File: src/rtl/step_controller.sv
// Purpose: processor single-step / burst / free-run clock controller with a halt input.
// Latency: a step decision registers ProcEnable, ProcClock and Mode one cycle after the triggering input.
// Backpressure: HaltIn stops stepping; strobes arriving while ProcClock is high are dropped.
module step_controller #(
    parameter int PRESCALE_W = 24,
    parameter int PULSE_LEN  = 4
) (
    input  logic        Clock,
    input  logic        Reset,
    input  logic        StepStrobe,
    input  logic        RunSwitch,
    input  logic        BurstSwitch,
    input  logic [7:0]  BurstCount,
    input  logic [1:0]  RateSel,
    input  logic        HaltIn,
    output logic        ProcEnable,
    output logic        ProcClock,
    output logic [15:0] StepCount,
    output logic [2:0]  Mode
);

    typedef enum logic [2:0] {
        S_IDLE   = 3'd0,
        S_STEP   = 3'd1,
        S_RUN    = 3'd2,
        S_BURST  = 3'd3,
        S_HALTED = 3'd4
    } state_t;

    // Pulse counter only needs to hold PULSE_LEN-1.
    localparam int PW = (PULSE_LEN > 1) ? $clog2(PULSE_LEN) : 1;

    state_t                  state_q, state_d;
    logic [PRESCALE_W-1:0]   presc_q, presc_d;
    logic [1:0]              rate_q, rate_d;
    logic [7:0]              remain_q, remain_d;
    logic [PW-1:0]           pulse_q, pulse_d;
    logic                    proc_en_q, proc_en_d;
    logic                    proc_clk_q, proc_clk_d;
    logic [15:0]             step_cnt_q, step_cnt_d;

    logic                    step_issue;
    logic                    strobe_ok;
    logic [PRESCALE_W-1:0]   term_val;

    // A strobe seen while the processor clock is still high belongs to the previous step.
    assign strobe_ok = StepStrobe && !proc_clk_q;

    // Period is 2^(PRESCALE_W - 2*rate); the rate is latched per step so a
    // mid-period RateSel change can never shorten the period in progress.
    assign term_val = {PRESCALE_W{1'b1}} >> {rate_q, 1'b0};

    // Next-state decode; step_issue marks the cycle whose edge issues a step.
    // remain_q counts steps still owed after the one being issued.
    always_comb begin
        state_d    = state_q;
        presc_d    = presc_q;
        rate_d     = rate_q;
        remain_d   = remain_q;
        step_issue = 1'b0;

        case (state_q)
            S_IDLE: begin
                if (HaltIn) begin
                    state_d = S_HALTED;
                end else if (strobe_ok) begin
                    if (!BurstSwitch) begin
                        state_d    = S_STEP;
                        step_issue = 1'b1;
                    end else if (BurstCount != 8'd0) begin
                        state_d    = S_BURST;
                        step_issue = 1'b1;
                        remain_d   = BurstCount - 8'd1;
                    end
                end else if (RunSwitch && !proc_clk_q) begin
                    state_d    = S_RUN;
                    step_issue = 1'b1;
                end
            end
            S_STEP: begin
                state_d = HaltIn ? S_HALTED : S_IDLE;
            end
            S_RUN: begin
                if (HaltIn) begin
                    state_d = S_HALTED;
                end else if (!RunSwitch) begin
                    state_d = S_IDLE;
                end else if (presc_q == term_val) begin
                    step_issue = 1'b1;
                    presc_d    = '0;
                end else begin
                    presc_d = presc_q + PRESCALE_W'(1);
                end
            end
            S_BURST: begin
                if (HaltIn) begin
                    state_d = S_HALTED;
                end else if (strobe_ok) begin
                    state_d  = S_IDLE;
                    remain_d = 8'd0;
                end else if (remain_q == 8'd0) begin
                    state_d = S_IDLE;
                end else if (presc_q == term_val) begin
                    step_issue = 1'b1;
                    presc_d    = '0;
                    remain_d   = remain_q - 8'd1;
                end else begin
                    presc_d = presc_q + PRESCALE_W'(1);
                end
            end
            S_HALTED: begin
                if (strobe_ok && !HaltIn && !RunSwitch) begin
                    state_d = S_IDLE;
                end
            end
            default: begin
                state_d = S_IDLE;
            end
        endcase

        // Prescaler restarts on every state change so the first step of a
        // RUN/BURST lands in the entry cycle and the next one a full period later.
        if (state_d != state_q) begin
            presc_d = '0;
        end
        if (state_d == S_IDLE || state_d == S_HALTED) begin
            remain_d = 8'd0;
        end
        if (step_issue) begin
            rate_d = RateSel;
        end
    end

    // Output pulse shaping and the step counter.
    always_comb begin
        proc_en_d  = step_issue;
        pulse_d    = pulse_q;
        proc_clk_d = 1'b0;
        step_cnt_d = step_cnt_q;
        if (step_issue) begin
            pulse_d    = PW'(PULSE_LEN - 1);
            proc_clk_d = 1'b1;
            step_cnt_d = step_cnt_q + 16'd1;
        end else if (pulse_q != '0) begin
            pulse_d    = pulse_q - PW'(1);
            proc_clk_d = 1'b1;
        end
    end

    // State and output registers with synchronous reset.
    always_ff @(posedge Clock) begin
        if (Reset) begin
            state_q    <= S_IDLE;
            presc_q    <= '0;
            rate_q     <= 2'd0;
            remain_q   <= 8'd0;
            pulse_q    <= '0;
            proc_en_q  <= 1'b0;
            proc_clk_q <= 1'b0;
            step_cnt_q <= 16'd0;
        end else begin
            state_q    <= state_d;
            presc_q    <= presc_d;
            rate_q     <= rate_d;
            remain_q   <= remain_d;
            pulse_q    <= pulse_d;
            proc_en_q  <= proc_en_d;
            proc_clk_q <= proc_clk_d;
            step_cnt_q <= step_cnt_d;
        end
    end

    assign ProcEnable = proc_en_q;
    assign ProcClock  = proc_clk_q;
    assign StepCount  = step_cnt_q;
    assign Mode       = state_q;

endmodule

File: config.mk
export PLATFORM = sky130hd
export DESIGN_NAME = step_controller
export DESIGN_NICKNAME = d
export VERILOG_FILES = /design/src/rtl/step_controller.sv
export SDC_FILE = /design/constraint.sdc
export NUM_CORES = 1
export LEC_CHECK = 0
export CORE_UTILIZATION = 47
export DETAILED_ROUTE_END_ITERATION = 7
export GPL_ROUTABILITY_DRIVEN = 1
export PLACE_DENSITY = 0.66
export SYNTH_ARGS = -nofsm -noshare
export SYNTH_HDL_FRONTEND = slang
export SYNTH_SLANG_ARGS = --single-unit
File: constraint.sdc
create_clock -name Clock -period 3.3 [get_ports Clock]
set_input_delay 0.66 -clock Clock [delete_from_list [all_inputs] [get_ports Clock]]
set_output_delay 0.66 -clock Clock [all_outputs]
set_load 0.02 [all_outputs]
==> impl_results.md <==
* MaxCap Viol Count at 0
* #FFs+latches synth at 57
* Main flop type after synthesis: dfxtp_1
* Final ANT Viol Nets at 0
* Post-Route Utilization at roughly 60%
* Pre-CTS worst setup slack at 86.7 ps
* P&R area growth vs syn at 22.7%
* Worst Hold Class: reg2reg
* Drt pass-1 iters at 4
* Tcrit/Tclk final at 87.7%
* Most frequent cells in the layout: 57 x dfxtp_1, 45 x nor2_1, 36 x clkdlybuf4s50_1
* TritonCTS clock tree: done
* Rows at 29
* Syn Inst Count at roughly 370
* DP Cell Count at 485
* Max_slew headroom at 44.6%
* Layout cells sized above 1 at 8.25%
* Skew-Pair Late Insertion Delay at 340 ps
* Warnings, synthesis at 0
* Die height at 83.5 um
* Cell Area, Synth at 3120 um2
* Setup_tns at 0 ps
* Post-Syn Area per Cell at 8.35 um2
* Fin crit period at ~2900 ps
* Via count at a little under 3,000
* Worst Clk Skew at 7.89 ps
* Total track usage at 22.2%
* Post-CTS Setup Bufs at 0
* Post-Syn Nets at 396
* Clock root buffer: clkbuf_8
* Port-buffer cells at 36
* Drt first-iter violations at 203
* CTS hold repair buffers at 0
* Total wire length at 7.27 mm
* Ys async rst share at 0%
* Vias per cell at 5.79
* Core ar. at 6390 um2
* Clk buf depth at 2
* Grt total ovfl at 0
* CP Data Arrival Time at 3170 ps
* Worst setup margin at 406 ps
* Non-Filler Instances at 501
* Initial Util at 48.9%
* Outcome: finished clean
* Final RePlAce weighted congestion at 0.908
* Largest net degree at the start of global routing at 37
* Power per cell area at between 400 and 500 nW/um2
* Worst slew pin tran at 832 ps
* # resized after CTS at 0
* Number of global-route vias before repair at 2,773
* DRC viols at 0
* Setup-failing EPs final at 0
* Die area at ~7000 um2
* Final hold violation count at 0
* Post-synth EDFFs at 0
* IO Count at 37
* CTS clock-pin slew for the worst setup and hold paths at about 70 ps
* RSZ-0062 raised after global routing: false
* CP max FO at 36
* Sink Count at 57
* Fmax at 0.346 GHz
* Drt wl/cell at 14.5 um
* Antenna cell count at 0
* Crit start category: input port
* Crit. End Element: flip-flop
* Final Max Tran Viols at 0
* First-pass GRT wire length at 12.4 mm
* Leak Pwr at between 0.001 and 0.0015 uW
* Commonest non-fill, non-tap cell in the layout: dfxtp_1
* DP HPWL at about 5.2 mm
* Die width at 83.5 um
* Crit Path Class: in2reg
* CTS Buf Count at 9
* VDD IR max at approximately 0.36 mV
* Total power at approximately 1800 uW
* Layout Nets at 441
* H-tree lvl count at 3
* Yosys cell types at 61
* Req. time, crit path at ~3600 ps
* Initial antenna violation count at 0
* Sequential share of the synthesized area at about 37%
sequential cells by signal (all words and copies together) (netlist names):
register and count:
remain_q 8, ProcEnable 1, Mode 3, ProcClock 1, StepCount 16, pulse_q 2, rate_q 2, presc_q 24
through the flow:
stage	hold WS [ps]	area, um2
finish	489	3830
global route	522	3830
floorplan	458	3120
CTS	492	3830
detailed placement	480	3590
global placement	474	3590
path summary, 6_finish.rpt:
check	startpoint	endpoint	slack (ps)	depth (start not counted)
worst min register to register	StepCount[15]	StepCount[15]	490	2
worst min-delay path	StepCount[15]	StepCount[15]	490	2
worst max register to register	remain_q[0]	StepCount[7]	570	9
worst max-delay path	HaltIn	StepCount[7]	410	7
cell type report:
| class | count | area [um2] |
|---|---|---|
| fill | 590 | 2550 |
| clock buffer | 11 | 141 |
| tap | 77 | 96.3 |
| clock inverter | 5 | 103 |
| timing repair buffer | 46 | 435 |
| inverter | 11 | 41.3 |
| multi-input combinational | 294 | 1870 |
| sequential | 57 | 1140 |
critical path: stages:
cell             delay, ps
clkdlybuf4s50_1        450
or2_1                  280
or4_1                  530
a21oi_1                270
a31oi_4                200
or4_1                  610
a21oi_1                150
cell usage after synthesis (2+ instances only):
cell type	number	share of area, %
nand2_1	28	3.4
dfxtp_1	57	37
nor3_1	11	1.8
xnor2_1	15	4.2
ha_1	6	2.4
and2_1	2	0.40
o221ai_1	3	0.84
nor4_1	7	1.4
or3_1	12	2.4
nand4_1	10	2.0
nand2b_1	3	0.60
o21ai_0	17	2.7
buf_2	2	0.32
a31oi_1	3	0.60
a211oi_1	2	0.48
nor4b_1	2	0.56
or2_2	2	0.40
inv_1	11	1.3
or4_1	9	2.2
and3_1	7	1.4
xor2_1	14	3.9
mux2i_1	4	1.3
a311oi_1	2	0.56
o31ai_1	8	1.9
nor2_1	45	5.4
nor2b_1	2	0.40
a31o_2	2	0.56
o22ai_1	3	0.60
o211a_1	5	1.6
and4_1	2	0.56
buf_6	2	0.72
nand3b_1	3	0.72
clkbuf_1	6	0.72
nand3_1	16	2.6
a21oi_1	25	4.0
where the power goes:
group	internal [uW]	switching, uW	leakage, uW	total, uW
Combinational	122	157	0.000739	279
Clock	521	284	0.000120	805
Sequential	713	23.9	0.000461	737
cells by family after synthesis:
family          Yosys count  share of synthesized area, %
buf+inv                  23                          3.45
xor+xnor                 29                          8.14
simple gates            166                          27.9
mux                       5                          1.64
compound gates           88                          19.9
flops                    57                          36.6
fa+ha+maj                 6                          2.40
layer usage:
metal	track usage (%)	vias to the layer above	part of all wire, %
li1	-	1475	-
met1	27.9	1359	48
met2	36.6	59	47
met3	6.33	9	4.4
met4	7.40	0	1.0
met5	0	-	0
Note: power is estimated with default switching activity, not from simulation.
